==> src/rtl/alarm_minigame.sv <==
// Purpose : pattern-copy mini-game used by the alarm check to silence the alarm.
// Latency : all outputs registered, reflecting the state entered on each clk edge.
// Backpr. : none; inputs are sampled levels and presses are rising edges of i_push_m.
//
// Ports:
//   i_clk        system clock
//   i_resetn     synchronous reset, active HIGH despite the name
//   i_start      game request, honoured only while idle
//   i_abort      cancels a running game (alarm switched off externally)
//   i_spdt_game  10 mini-game switch levels
//   i_push_m     debounced middle push button (level)
//   o_led        LED drive: target pattern, all-on on failure, else off
//   o_busy       high whenever a game is in progress
//   o_done       one-cycle pulse after the final correct round
//   o_round      consecutive correct rounds so far
module alarm_minigame #(
    parameter int         ROUNDS      = 3,
    parameter int         FAIL_CYCLES = 4,
    parameter logic [9:0] LFSR_SEED   = 10'h2A5
) (
    input  logic       i_clk,
    input  logic       i_resetn,
    input  logic       i_start,
    input  logic       i_abort,
    input  logic [9:0] i_spdt_game,
    input  logic       i_push_m,
    output logic [9:0] o_led,
    output logic       o_busy,
    output logic       o_done,
    output logic [3:0] o_round
);

    typedef enum logic [2:0] {
        S_IDLE  = 3'd0,
        S_CLEAR = 3'd1,
        S_SHOW  = 3'd2,
        S_FAIL  = 3'd3,
        S_DONE  = 3'd4
    } state_t;

    state_t      r_state;
    state_t      w_state_nxt;
    logic [9:0]  r_lfsr;
    logic [9:0]  w_lfsr_nxt;
    logic [9:0]  r_target;
    logic [9:0]  w_target_nxt;
    logic [3:0]  r_round;
    logic [3:0]  w_round_nxt;
    logic [15:0] r_cnt;
    logic [15:0] w_cnt_nxt;
    logic        r_push_prev;
    logic        w_press;
    logic [9:0]  r_led;
    logic [9:0]  w_led_nxt;
    logic        r_busy;
    logic        w_busy_nxt;
    logic        r_done;
    logic        w_done_nxt;

    // Fibonacci taps 10/7 give a maximal-length sequence, so a nonzero
    // seed never reaches the all-zero lock-up state.
    assign w_lfsr_nxt = {r_lfsr[8:0], r_lfsr[9] ^ r_lfsr[6]};
    // Only a fresh press counts; a button already held entering SHOW is ignored.
    assign w_press    = i_push_m & ~r_push_prev;

    // State register (plus registered outputs)
    always_ff @(posedge i_clk) begin
        if (i_resetn) begin
            r_state     <= S_IDLE;
            r_lfsr      <= LFSR_SEED;
            r_target    <= 10'd0;
            r_round     <= 4'd0;
            r_cnt       <= 16'd0;
            r_push_prev <= 1'b0;
            r_led       <= 10'd0;
            r_busy      <= 1'b0;
            r_done      <= 1'b0;
        end else begin
            r_state     <= w_state_nxt;
            r_lfsr      <= w_lfsr_nxt;
            r_target    <= w_target_nxt;
            r_round     <= w_round_nxt;
            r_cnt       <= w_cnt_nxt;
            r_push_prev <= i_push_m;
            r_led       <= w_led_nxt;
            r_busy      <= w_busy_nxt;
            r_done      <= w_done_nxt;
        end
    end

    // Next-state logic
    always_comb begin
        w_state_nxt  = r_state;
        w_target_nxt = r_target;
        w_round_nxt  = r_round;
        w_cnt_nxt    = r_cnt;
        if (i_abort && r_state != S_IDLE) begin
            w_state_nxt = S_IDLE;
            w_round_nxt = 4'd0;
        end else begin
            case (r_state)
                S_IDLE: begin
                    w_round_nxt = 4'd0;
                    // abort together with start keeps the game idle
                    if (i_start && !i_abort) w_state_nxt = S_CLEAR;
                end
                S_CLEAR: begin
                    // Wait for all switches down so the previous answer
                    // cannot be reused against the next pattern.
                    if (i_spdt_game == 10'd0) begin
                        w_target_nxt = r_lfsr;
                        w_state_nxt  = S_SHOW;
                    end
                end
                S_SHOW: begin
                    if (w_press) begin
                        if (i_spdt_game == r_target) begin
                            w_round_nxt = r_round + 4'd1;
                            if (r_round + 4'd1 == ROUNDS[3:0]) w_state_nxt = S_DONE;
                            else                                w_state_nxt = S_CLEAR;
                        end else begin
                            w_round_nxt = 4'd0;
                            w_cnt_nxt   = FAIL_CYCLES[15:0];
                            w_state_nxt = S_FAIL;
                        end
                    end
                end
                S_FAIL: begin
                    if (r_cnt == 16'd1) w_state_nxt = S_CLEAR;
                    else                w_cnt_nxt   = r_cnt - 16'd1;
                end
                S_DONE: begin
                    w_round_nxt = 4'd0;
                    w_state_nxt = S_IDLE;
                end
                default: begin
                    w_round_nxt = 4'd0;
                    w_state_nxt = S_IDLE;
                end
            endcase
        end
    end

    // Output logic: decoded from the state being entered so the registered
    // outputs line up with that state.
    always_comb begin
        w_led_nxt  = 10'd0;
        w_busy_nxt = (w_state_nxt != S_IDLE);
        w_done_nxt = (w_state_nxt == S_DONE);
        case (w_state_nxt)
            S_SHOW:  w_led_nxt = w_target_nxt;
            S_FAIL:  w_led_nxt = 10'h3FF;
            default: w_led_nxt = 10'd0;
        endcase
    end

    assign o_led   = r_led;
    assign o_busy  = r_busy;
    assign o_done  = r_done;
    assign o_round = r_round;

endmodule

==> config.mk <==
export PLATFORM = sky130hd
export DESIGN_NAME = alarm_minigame
export DESIGN_NICKNAME = d
export VERILOG_FILES = /design/src/rtl/alarm_minigame.sv
export SDC_FILE = /design/constraint.sdc
export NUM_CORES = 1
export LEC_CHECK = 0
export ABC_AREA = 0
export CAP_MARGIN = 20
export CORE_MARGIN = 3
export CORE_UTILIZATION = 60
export DETAILED_ROUTE_END_ITERATION = 12
export DONT_BUFFER_PORTS = 1
export PLACE_DENSITY_LB_ADDON = 0.1
export SLEW_MARGIN = 20
export SYNTH_ARGS = -nofsm -noshare
export SYNTH_HDL_FRONTEND = slang
export SYNTH_SLANG_ARGS = --single-unit
export TNS_END_PERCENT = 100
==> constraint.sdc <==
create_clock -name i_clk -period 5.5 [get_ports i_clk]
set_input_delay 1.65 -clock i_clk [delete_from_list [all_inputs] [get_ports i_clk]]
set_output_delay 1.65 -clock i_clk [all_outputs]
set_load 0.01 [all_outputs]
# Word-level counts from Yosys, hierarchy flattened
# Cells that the tools add are included.
[word_totals] register_bits=56 latchBits=0 mem_bits_rw=0 rom_bits=0 in_bits=15 output_inout_bits=16 elab_cells=59 n_memories=0
[classes] addsub=2 multipliers=0 div_mod_pow=0 magnitude_cmp=0 eq_ne=12 shifts=0 muxes=19 n_bitwise=5 reduce_logical=12
[op_table] op="16-bit two-way mux" count=3
[op_table] op="16-bit one-hot mux with 2 select lines" count=1
[op_table] op="10-bit two-way mux" count=3
[op_table] op="3-bit two-way mux" count=7
[op_table] op="10-bit one-hot mux with 2 select lines" count=1
[op_table] op="16-bit by 1-bit equality test with 1-bit output, second input constant" count=1
[op_table] op="16-bit by 1-bit subtractor with 16-bit output, second input constant" count=1
[op_table] op="3-bit by 2-bit equality test with 1-bit output, second input constant" count=4
[op_table] op="3-bit one-hot mux with 4 select lines" count=1
[op_table] op="10-bit equality test" count=1
[op_table] op="10-bit zero test" count=1
[op_table] op="4-bit two-way mux" count=2
[op_table] op="4-bit one-hot mux with 2 select lines" count=1
[op_table] op="2-bit inequality test, second input constant" count=3
[op_table] op="3-bit nonzero test" count=2
[op_table] op="5-bit AND reduction" count=1
[op_table] op="4-bit by 1-bit adder with 4-bit output, second input constant" count=1
[op_table] op="4-bit by 2-bit equality test with 1-bit output, second input constant" count=1
[op_table] op="2-bit OR reduction" count=2
[op_table] op="3-bit by 1-bit equality test with 1-bit output, second input constant" count=1
[op_table] op="3-bit equality test, second input constant" count=1
[op_table] op="3-bit zero test" count=1
[op_table] op="1-bit NOT" count=3
[op_table] op="1-bit logical AND" count=2
[op_table] op="5 further kinds" count=5

# Logic depth before layout (Yosys ltp)
[depth] ltp_word=9 ltp_mapped=9 ltp_nobuf=8

# Least setup slack after synthesis
# Ideal clock, no wire load.
[synth_path] path_kind="in2reg" start="input i_spdt_game[3]" end="register r_cnt[10]" setup_ns=0.059 arrival_ns=3.265 t_required_ns=5.441 setup_slack_ns=2.176 path_stages=7 path_buffers=1 path_cell_list="xor2_1 > nor4_2 > nand3_2 > a31o_1 > buf_2 > or4_1 > nand2_1"
[synth_between] elab_chain_cells=3
[synth_rtl] element="from (decl)" line="25" source="input logic [9:0] i_spdt_game,"
[synth_rtl] element="10-bit equality test" line="117" source="if (i_spdt_game == r_target) begin"
[synth_rtl] element="2-bit inequality test (no source line)"
[synth_rtl] element="5-bit AND reduction (no source line)"
[synth_rtl] element="to (signal assigned)" line="83" source="r_cnt <= w_cnt_nxt;"
[synth_rtl] element="to (decl)" line="49" source="logic [15:0] r_cnt;"
# Every way passes these cells.
# A chain may end at the register's enable or synchronous reset.

# Worst setup path in the final report
[layout_path] start="input i_spdt_game[5]" end="register r_led[5], in the netlist o_led[5]"
[layout_between] elab_chain_cells=7 word_cells_on_any_way=13 classes_between="eq/ne (3); mux (9); reduce/logical (1)"
[layout_rtl] element="10-bit equality test" line="117"
[layout_rtl] element="3-bit two-way mux" line="117"
[layout_rtl] element="3-bit two-way mux" line="116" source="if (w_press) begin"
[layout_rtl] element="3-bit one-hot mux with 4 select lines" line="101" source="case (r_state)"
[layout_rtl] element="3-bit two-way mux" line="97" source="if (i_abort && r_state != S_IDLE) begin"
[layout_rtl] element="3-bit by 2-bit equality test with 1-bit output" line="150" source="case (w_state_nxt)"
[layout_rtl] element="10-bit one-hot mux with 2 select lines (*)" line="150"
[layout_rtl] element="to (signal assigned)" line="85" source="r_led <= w_led_nxt;"
[layout_rtl] element="to (decl)" line="53" source="logic [9:0] r_led;"
# Every way passes the cells marked *; elsewhere a longest branch is shown, timed or not.

==> flow_summary.toml <==
[synthesis]
syn_area_per_cell_um2 = 9.230
ys_ff_latch = 56
syn-instance-count = 268
async_flop_share = 0
yosys_warnings = 0
ys.flop_type = "dfxtp_1"
synthesis.nets = 287
synth_edf_count = 0
ys_seq_area_frac = 0.4532
synth.distinct_cells = 50
synth_area_mm2 = 0.002474

[setup_path]
rrSetupSlack_ns = 3.04
end_kind = "flip-flop"
arrival_ns = 3.48
start_kind = "input port"
cp.required_ns = 5.71
path_max_fanout = 10
r2r_cells = 5
crit_type = "in2reg"

[drt]
wl_um = 5016
viasPerCell = 6.022
vias = 1903
drt_iter0_markers = 133
routedWlPerCell_um = 15.87
route.detailed.drc = 0
antenna_left = 0
drt_pre_antenna_iters = 5

[sta]
setup_ws_ns = 2.226
fin_setup_tns_ns = 0
clock_skew_ns = 0.006030
min_period_ns = 3.274
fin_crit_sh = 0.5953
maxSlewViolCount = 0
worstMarginPinSlew_ns = 0.9921
fmax_mhz = 305.4
hold_viol_final = 0
setup_violations = 0
slew_headroom = 0.3350
rsz0062_at_grt = "no"

[layout]
multiInputGateArea_mm2 = 0.001286
nets = 286
diodes = 0
seqCellArea_mm2 = 0.001121
fill_cells = 304
final_util = 0.6828
area_growth_pct = 5.615
final_layout_size_suffix_gt1_frac = 0.1007

[global_routing]
grt_antenna_before_repair = 0
grt_pass1_vias = 1821
grt_max_degree = 27
grt_overflow = 0
grt_pass1_wl_um = 8473
track_usage = 0.2157

[worst_hold_path]
min_path_cells = 1
hold_class = "reg2reg"

[placement]
gp_congestion = 0.7831
io_buffers = 0
hpwl_um = 3641
dp_slack_ns = 1.931

[floorplanning]
die_h_um = 70.21
num_rows = 22
fp.dieArea_mm2 = 0.004929
fp.coreArea_mm2 = 0.003826
initial_core_util = 0.6465
io_pins = 31
die_x_um = 70.21

[cts]
cts_max_path_buffers = 2
root_buffer = "clkbuf_8"
numCtsBuffers = 5
clk_pin_slew_ns = 0.09
cts.sinks = 56
cts_tree = "yes"
cts_resized = 0
hold_buffers = 0
clock_latency_ns = 0.31
cts_setup_buffers = 0
htree_levels = 2

[status]
status = "finished, final reports clean"

[run]
max_cap_violations = 0

[power_and_ir_drop]
total_power_w = 0.0007204
p_per_area_mw_per_mm2 = 275.7
p_leak_nw = 0.9419
peakVddDrop_mv = 0.2040
## per-stage QoR
step | std cells | area [um2] | hold WS, ns
2_1_floorplan | 268 | 2474 | 0.4168
3_3_place_gp | 308 | 2501 | 0.4289
3_5_place_dp | 308 | 2501 | 0.4513
4_1_cts | 316 | 2613 | 0.4706
5_1_grt | 316 | 2613 | 0.4898
6_report | 316 | 2613 | 0.4638
## cell usage in the layout (no fill, tap or decap), drive strengths merged, types with 2 or more instances in the layout
cell type	synthesis	routed
dfxtp	56	56
mux2i	10	10
o31ai	8	8
xor2	12	12
nor2	32	32
nand2	10	10
o21ai	8	8
or3	3	3
nand4	3	3
nand2b	5	5
o311ai	3	3
buf	5	2
or2	6	6
nor3	10	10
or4	6	6
a21boi	2	2
clkbuf	5	6
ha	4	4
nor2b	10	10
xnor2	3	3
nor3b	2	2
a31o	2	2
o41ai	2	2
inv	5	6
nand3	10	10
nor4	8	8
a21oi	27	27
## cells in the mapped netlist, types with 2 or more instances
library cell	n	area [um2]
nor3_1	10	50.05
o21ai_0	7	35.03
buf_2	3	15.01
inv_1	5	18.77
o311ai_0	2	17.52
o31ai_1	7	52.55
o41ai_1	2	17.52
xnor2_1	3	26.28
nor2b_1	10	62.56
nand3_1	9	45.04
or4_1	5	37.54
nand4_1	3	18.77
nand2b_1	5	31.28
mux2i_1	10	100.1
or2_2	6	37.54
a21oi_1	27	135.1
nor4_1	5	31.28
nor2_1	31	116.4
nand2_1	10	37.54
nor4_2	2	25.02
ha_1	4	50.05
dfxtp_1	56	1121
nor3b_1	2	15.01
xor2_1	12	105.1
or3_1	3	18.77
clkbuf_1	5	18.77
## critical path: stages
cell,delay (ns)
nor4_1,0.37
nand3_1,0.22
nor3_2,0.80
mux2i_1,0.34
a21oi_1,0.10
## registers in the layout (all words and copies together), names as in the netlist
signal	cells
r_state	3
o_round	4
o_busy	1
o_led	10
r_target	10
o_done	1
r_push_prev	1
r_lfsr	10
r_cnt	16
## power by group
group          switching [W]  total (W)  internal, W
clock               0.000135   0.000272     0.000138
sequential        0.00000577   0.000418     0.000412
combinational      0.0000180  0.0000302    0.0000122
total               0.000158   0.000720     0.000562
## cells by family after synthesis
kind of cell | count (synthesis) | synth area share
simple gates | 109 | 0.2443
compound gates | 59 | 0.1598
flops | 56 | 0.4532
xor+xnor | 15 | 0.05311
buf+inv | 15 | 0.02883
mux | 10 | 0.04047
fa+ha+maj | 4 | 0.02023
## path summary, 6_finish.rpt
check / start / end
max reg2reg: r_state[0] / o_led[5]
min: r_lfsr[8] / r_lfsr[9]
max: i_spdt_game[5] / o_led[5]
min reg2reg: r_lfsr[8] / r_lfsr[9]
## cell type report
type                            count  share of cell area
Timing Repair Buffer                2            0.005747
Clock buffer                        6             0.02778
Clock inverter                      2             0.01485
Sequential cell                    56              0.4291
Tap cell                           48             0.02299
Inverter                            5            0.007184
Multi-Input combinational cell    197              0.4923
## layer usage
metal  global-route usage  routed length, um  up-vias
li1                     -                  -      964
met1               0.2815               2314      884
met2               0.3473               2411       50
met3              0.04317                227        5
met4              0.08936                 63        0
met5                    0                  0        -
No activity file was read; power rests on OpenSTA's default activity.
